==> src/rtl/mips_pkg.sv <==
// Shared ALU control encodings for the multicycle MIPS datapath (alu and aludec).
package mips_pkg;

    localparam logic [2:0] ALU_AND = 3'b000;
    localparam logic [2:0] ALU_OR  = 3'b001;
    localparam logic [2:0] ALU_ADD = 3'b010;
    localparam logic [2:0] ALU_SUB = 3'b110;
    localparam logic [2:0] ALU_SLT = 3'b111;

    // Result selector carried in alucontrol[1:0].
    typedef enum logic [1:0] {
        SEL_AND = 2'b00,
        SEL_OR  = 2'b01,
        SEL_SUM = 2'b10,
        SEL_SLT = 2'b11
    } alu_sel_e;

    // alucontrol[2] inverts B and doubles as the adder carry-in.
    function automatic logic alu_inverts_b(input logic [2:0] f);
        return f[2];
    endfunction

endpackage

==> src/rtl/mips_alu_flops_adder32.sv <==
// 32-bit wrap-around adder with carry-in, used by the ALU for add/sub/slt.
module adder32 (
    input  logic [31:0] a,
    input  logic [31:0] b,
    input  logic        cin,
    output logic [31:0] s
);

    assign s = a + b + {31'b0, cin};

endmodule

==> src/rtl/mips_alu_flops.sv <==
// ALU and register primitives of the multicycle MIPS datapath, plus a wrapper
// that exposes one of each for standalone use.
module alu
    import mips_pkg::*;
(
    input  logic [31:0] a,
    input  logic [31:0] b,
    input  logic [2:0]  f,
    output logic [31:0] y,
    output logic        zero
);

    logic [31:0] bb;
    logic [31:0] s;
    logic        inv;
    alu_sel_e    sel;

    assign inv = alu_inverts_b(f);
    assign bb  = inv ? ~b : b;
    assign sel = alu_sel_e'(f[1:0]);

    adder32 u_adder (
        .a   (a),
        .b   (bb),
        .cin (inv),
        .s   (s)
    );

    // SLT reports only the sign of a-b; signed overflow is deliberately ignored.
    always_comb begin
        y = '0;
        case (sel)
            SEL_AND: y = a & bb;
            SEL_OR:  y = a | bb;
            SEL_SUM: y = s;
            SEL_SLT: y = {31'b0, s[31]};
            default: y = '0;
        endcase
    end

    assign zero = ~|y;

endmodule

module flopr #(
    parameter int unsigned WIDTH = 8
) (
    input  logic             clk,
    input  logic             reset,
    input  logic [WIDTH-1:0] d,
    output logic [WIDTH-1:0] q
);

    always_ff @(posedge clk or posedge reset) begin
        if (reset) q <= '0;
        else       q <= d;
    end

endmodule

module flopenr #(
    parameter int unsigned WIDTH = 8
) (
    input  logic             clk,
    input  logic             reset,
    input  logic             en,
    input  logic [WIDTH-1:0] d,
    output logic [WIDTH-1:0] q
);

    always_ff @(posedge clk or posedge reset) begin
        if (reset)   q <= '0;
        else if (en) q <= d;
    end

endmodule

module mips_alu_flops #(
    parameter int unsigned WIDTH = 8
) (
    input  logic             clk,
    input  logic             reset,
    input  logic [31:0]      a,
    input  logic [31:0]      b,
    input  logic [2:0]       f,
    output logic [31:0]      y,
    output logic             zero,
    input  logic [WIDTH-1:0] rd,
    output logic [WIDTH-1:0] rq,
    input  logic             en,
    input  logic [WIDTH-1:0] ed,
    output logic [WIDTH-1:0] eq
);

    alu u_alu (
        .a    (a),
        .b    (b),
        .f    (f),
        .y    (y),
        .zero (zero)
    );

    flopr #(.WIDTH(WIDTH)) u_flopr (
        .clk   (clk),
        .reset (reset),
        .d     (rd),
        .q     (rq)
    );

    flopenr #(.WIDTH(WIDTH)) u_flopenr (
        .clk   (clk),
        .reset (reset),
        .en    (en),
        .d     (ed),
        .q     (eq)
    );

endmodule

==> config.mk <==
export PLATFORM = sky130hd
export DESIGN_NAME = mips_alu_flops
export DESIGN_NICKNAME = d
export VERILOG_FILES = /design/src/rtl/mips_pkg.sv /design/src/rtl/mips_alu_flops_adder32.sv /design/src/rtl/mips_alu_flops.sv
export SDC_FILE = /design/constraint.sdc
export NUM_CORES = 1
export LEC_CHECK = 0
export ABC_AREA = 1
export BUFFER_PORTS_ARGS = -buffer_cell sky130_fd_sc_hd__buf_2
export CAP_MARGIN = 0
export CELL_PAD_IN_SITES_DETAIL_PLACEMENT = 1
export CELL_PAD_IN_SITES_GLOBAL_PLACEMENT = 1
export CORE_UTILIZATION = 36
export CTS_CLUSTER_SIZE = 30
export DETAILED_ROUTE_END_ITERATION = 8
export PLACE_DENSITY_LB_ADDON = 0.1
export SYNTH_ARGS = -nofsm -noshare
export SYNTH_HDL_FRONTEND = slang
export SYNTH_SLANG_ARGS = --single-unit
==> constraint.sdc <==
create_clock -name clk -period 3.75 [get_ports clk]
set_clock_uncertainty 0.2 [all_clocks]
set_input_delay 0.5625 -clock clk [delete_from_list [all_inputs] [get_ports clk]]
set_output_delay 0.5625 -clock clk [all_outputs]
set_load 0.02 [all_outputs]
==> Word-level counts from Yosys, hierarchy flattened <==
Index checks and enable logic that the tools add are counted.
{ "totals": {"reg_bits": 16, "input_bits": 86} }
{ "op_classes": {"add_sub_neg": 2, "eq_ne": 3, "mux": 2, "n_bitwise": 3, "reduce_logical": 3} }
{ "op_table": {"columns": ["op", "count"], "rows": [
  ["$pmux 32 s4", 1],
  ["$add 32x1->32", 1],
  ["$add 32x32->32", 1],
  ["$and 32x32->32", 1],
  ["$mux 32", 1],
  ["$not 32->32", 1],
  ["$or 32x32->32", 1],
  ["$reduce_or 32->1", 1],
  ["$eq 2x2->1 const B", 2],
  ["$eq 2x1->1 const B", 1],
  ["$logic_not 2->1", 1],
  ["$logic_not 1->1", 1]
]} }

==> Depth between registers and ports, before layout <==
{ "logic_depth": {"depth_word": 7, "mapped_depth": 23} }

==> Hierarchy <==
A second synthesis with hierarchy kept.
{ "hier_totals": {"hier_cells": 883, "hier_area_um2": 4533.1} }
{ "modules_own_cells": {"columns": ["module", "n_inst", "cells_per_inst", "area_each_um2"], "rows": [
  ["adder32", 1, 494, 2411.1],
  ["alu", 1, 345, 1609.0],
  ["flopenr", 1, 35, 309.0],
  ["flopr", 1, 9, 203.9]
]} }

==> Worst setup path before layout <==
Ideal clock, no wire load.
{ "synth_path": {"kind": "input to output", "start": "input port f[2]", "end": "output port zero", "arrival_ns": 3.169, "path_slack_ns": -0.182, "path_stages": 18, "path_cell_list": "buf_6 -> clkbuf_1 -> xnor2_1 -> inv_1 -> fa_1 -> nand2_1 -> nand3_1 -> nand3_1 -> nand2_2 -> nand2_2 -> nand3b_1 -> nand3_1 -> o211ai_1 -> nor2_1 -> nand2_1 -> nor2_1 -> nand3_1 -> nor2_2"} }
{ "synth_between": {"elab_chain_len": 6, "word_cells_on_any_way": 8, "cone_classes": "add/sub (2); mux (2); bitwise (2); reduce/logical (2)"} }
{ "synth_rtl": {"columns": ["item", "line", "text"], "rows": [
  ["from (decl)", "mips_alu_flops.sv:85", "input logic [2:0] f,"],
  ["$mux 32", "mips_alu_flops.sv:19", "assign bb = inv ? ~b : b;"],
  ["$add 32x32->32", "mips_alu_flops_adder32.sv:9", "assign s = a + b + {31'b0, cin};"],
  ["$add 32x1->32", "mips_alu_flops_adder32.sv:9", null],
  ["$pmux 32 s4 (*)", "mips_alu_flops.sv:32", "case (sel)"],
  ["via y[12]", "mips_alu_flops.sv:86", "output logic [31:0] y,"],
  ["$reduce_or 32->1 (*)", "mips_alu_flops.sv:41", "assign zero = ~|y;"],
  ["$logic_not 1->1 (*)", "mips_alu_flops.sv:41", null],
  ["to (decl)", "mips_alu_flops.sv:87", "output logic zero,"]
]} }
The timed path passes the listed nets; every way through them passes the cells marked *.

==> Worst setup path after layout <==
{ "layout_path": {"start": "input port f[2]", "end": "output port zero"} }
{ "layout_between": {"elab_chain_len": 6, "word_cells_on_any_way": 8, "cone_classes": "add/sub (2); mux (2); bitwise (2); reduce/logical (2)"} }
{ "layout_rtl": {"columns": ["item", "line"], "rows": [
  ["$mux 32", "mips_alu_flops.sv:19"],
  ["$add 32x32->32", "mips_alu_flops_adder32.sv:9"],
  ["$add 32x1->32", "mips_alu_flops_adder32.sv:9"],
  ["$pmux 32 s4 (*)", "mips_alu_flops.sv:32"],
  ["$reduce_or 32->1 (*)", "mips_alu_flops.sv:41"],
  ["$logic_not 1->1 (*)", "mips_alu_flops.sv:41"]
]} }
Mark *: on every way between the ends. The rest lies on a longest branch, timed or not.

==> flow_metrics.tcl <==
set metrics [dict create \
    yosys_warnings 0 \
    cp-startpoint "f[2]" \
    drcViolationCount 0 \
    wl_per_cell_um 23.8 \
    setup_violations 5 \
    core-area_mm2 0.0126 \
    finalWirelength_um 29800 \
    synth_area_leaders "nand2_1, ha_1, inv_1, dfrtp_1, xnor2_1" \
    maxSlewViolCount 0 \
    routed-via-count 7021 \
    holdCritPathClass "in -> async" \
    ys_ff_latch 16 \
    p_switching_w 0.00122 \
    synth_nets 960 \
    required_ns 2.99 \
    cp.arrival_ns 3.31 \
    yosys.area.top_type "nand2_1" \
    swShare_pct 51.4 \
    fin_ws_ns -0.322 \
    die_w_um 116 \
    ios 135 \
    multiInputGateArea_mm2 0.00504 \
    fin_nets 1231 \
    yosysMostFrequentCell "nand2_1" \
    antenna_found_initial 1 \
    cts_buffers 3 \
    rows 41 \
    ys_types 36 \
    io_buffer_count 134 \
    path_clk_slew_ns 0.05 \
    clock-sinks 16 \
    die_area_mm2 0.0134 \
    post-route-util_pct 66.5 \
    rsz0062_at_grt "true" \
    r2r_start "u_flopenr.q[5]" \
    ctsHoldBuffers 0 \
    synth.top_cell.area_share_pct 17.4 \
    regArea_um2 400 \
    finalCritPeriodShare_pct 109 \
    maxCapViolations 0 \
    yosys_most_used_dff "dfrtp_1" \
    clockRootBuffer "clkbuf_16" \
    regToRegEndpoint "u_flopenr.q[5]" \
    grt_overflow 0 \
    synth_top_cells_by_count "nand2_1, inv_1, ha_1" \
    synth_edf_count 0 \
    power_frac_clock_pct 9.8 \
    die_y_um 116 \
    syn_to_final_growth_pct 79.7 \
    cts_tree "built" \
    worstRegToRegCells 1 \
    end_kind "output port" \
    outcome "complete, but fails checks" \
    drt_pass1_iterations 5 \
    max_slew.worst_pin.slew_ns 0.622 \
    insertion_delay_ns 0.25 \
    yosysSeqAreaShare_pct 8.57 \
    place_congestion 0.977 \
    pwr-share-comb_pct 82.0 \
    hpwl_um 15700 \
    async_flop_share_pct 100 \
    p_seq_share_pct 8.2 \
    min_period_ns 4.07 \
    path_max_fanout 8 \
    p_int_w 0.00115 \
    grt_pass1_vias 7060 \
    syn_area_mm2 0.00467 \
    grt_usage_pct 35.1 \
    grt_pass1_wl_um 35900 \
    initial_core_util_pct 37.0 \
    endpoint "zero" \
    ff2ff_setup_slack_ns 2.74 \
    max_slew_margin_pct 58.5 \
    hold_violations 0 \
    drt_iter0_drc 463 \
    pwr_density_cell_mw_per_mm2 282 \
    worstSetupStartpointType "input port" \
    synth.avg_cell_area_um2 5.77 \
    clock_path_buffers 2 \
    p_leak_nw 4.53 \
    viasPerCell 5.61 \
    cts_max_level 1 \
    antenna_violating_nets_post_route 0 \
    syn_inst 809 \
    fin_hold_ws_ns 0.185 \
    grt_max_degree 17 \
    violations "setup timing" \
    maxClockFrequency_ghz 0.246 \
    drive_gt1_share_pct 51.9 \
    peakVddDrop_mv 0.488 \
    critical_path_class "in -> out" \
    fillCellCount 1574 \
]
-- worst min-delay path by stage --
stage,startpoint,to,slack [ns],cells past startpoint
finish,reset,u_flopenr.q[2],0.19,2
global route,rd[6],u_flopr.q[6],0.21,1
CTS,reset,u_flopenr.q[5],0.18,2
detailed placement,u_flopenr.q[5],u_flopenr.q[5],0.29,1
global placement,u_flopenr.q[4],u_flopenr.q[4],0.29,1
floorplan,reset,u_flopenr.q[0],0.28,1
-- placed cells by master (no fill, tap or decap), types with 5 or more instances in the layout --
cell type,count
inv_2,26
ha_4,29
buf_6,10
xnor2_4,23
inv_1,167
ha_2,6
nand2_4,22
nor3_4,5
a21oi_4,6
xnor2_2,7
nand2_1,156
nand3_2,20
o21ai_1,7
dfrtp_1,16
o21ai_0,9
o22ai_1,16
ha_1,29
buf_4,133
nand4_1,8
nand2_2,60
nor2_2,19
nor2_4,16
buf_16,5
a21oi_2,12
xnor2_1,8
nand3_1,28
nor2_1,38
o21bai_1,8
a21oi_1,12
buf_2,131
nand3b_1,7
mux2_2,8
-- power groups by stage --
stage,clock [W],combinational [W],sequential (W)
finish,0.000232,0.00194,0.000194
floorplan,0,0.000713,0.000211
CTS,0.000235,0.00162,0.000192
detailed placement,0,0.00126,0.000194
global route,0.000240,0.00203,0.000194
global placement,0,0.00122,0.000193
-- registers in the layout, summed over array words and instances (netlist names) --
| signal | count |
|---|---|
| u_flopenr.q | 8 |
| u_flopr.q | 8 |
-- metal layers --
| metal | vias up | track usage (%) | wire length [um] |
|---|---|---|---|
| met5 | - | 0 | 0 |
| met3 | 212 | 2.98 | 1930 |
| li1 | 3020 | - | - |
| met4 | 0 | 17.7 | 2570 |
| met2 | 439 | 68.8 | 15200 |
| met1 | 3350 | 37.0 | 10100 |
-- worst max-delay path, cell delays in order --
cell	delay, ns
buf_16	0.14
buf_16	0.18
buf_6	0.16
xnor2_4	0.21
inv_1	0.07
ha_1	0.20
inv_1	0.15
o21ai_0	0.15
a21oi_1	0.16
nand2_1	0.13
a21oi_4	0.16
nand3_2	0.11
buf_4	0.14
nand3b_1	0.14
nand3_2	0.10
nor2_2	0.15
nand3_2	0.11
nor2_4	0.14
buf_6	0.13
-- cell families (layout without fill, tap and decap cells) --
group                      count (synthesis)  count (layout)  share of synthesized area, %
muxes                                      8               8                          1.93
AOI/OAI and AO/OA                         81              81                          10.1
xor gates and xnor gates                  39              39                          7.31
adders and majority gates                 65              65                          17.6
other                                      0               1                             0
buffers and inverters                    207             477                          17.0
and+or+nand+nor                          393             393                          37.5
DFF                                       16              16                          8.57
-- area by class of cell --
cell class                      count  share of cell area (%)
Tap cell                          172                    2.56
Antenna cell                        1                  0.0298
Inverter                          193                    8.63
Multi-Input combinational cell    586                    60.1
Clock buffer                        4                    1.06
Sequential cell                    16                    4.77
Timing Repair Buffer              280                    22.9
-- stage by stage --
stage               setup slack, ns  power (W)  cells  instance area (um^2)  setup TNS, ns
CTS                         -0.0443    0.00205   1248                  7910        -0.0443
global placement             -0.460    0.00142   1207                  6310         -0.460
global route                 -0.418    0.00246   1252                  8400          -1.71
floorplan                    0.0167   0.000924    809                  4680              0
detailed placement           -0.496    0.00146   1207                  6310         -0.496
finish                       -0.322    0.00237   1252                  8400         -0.837
-- timing repair --
action | in CTS | in global routing
cloned | 2 | 0
setup buffers | 35 | 3
pin swaps | 105 | 57
hold endpoints to repair | 0 | 0
setup endpoints to repair | 1 | 8
resized for setup | 217 | 102
(Power assumes the default switching activity.)
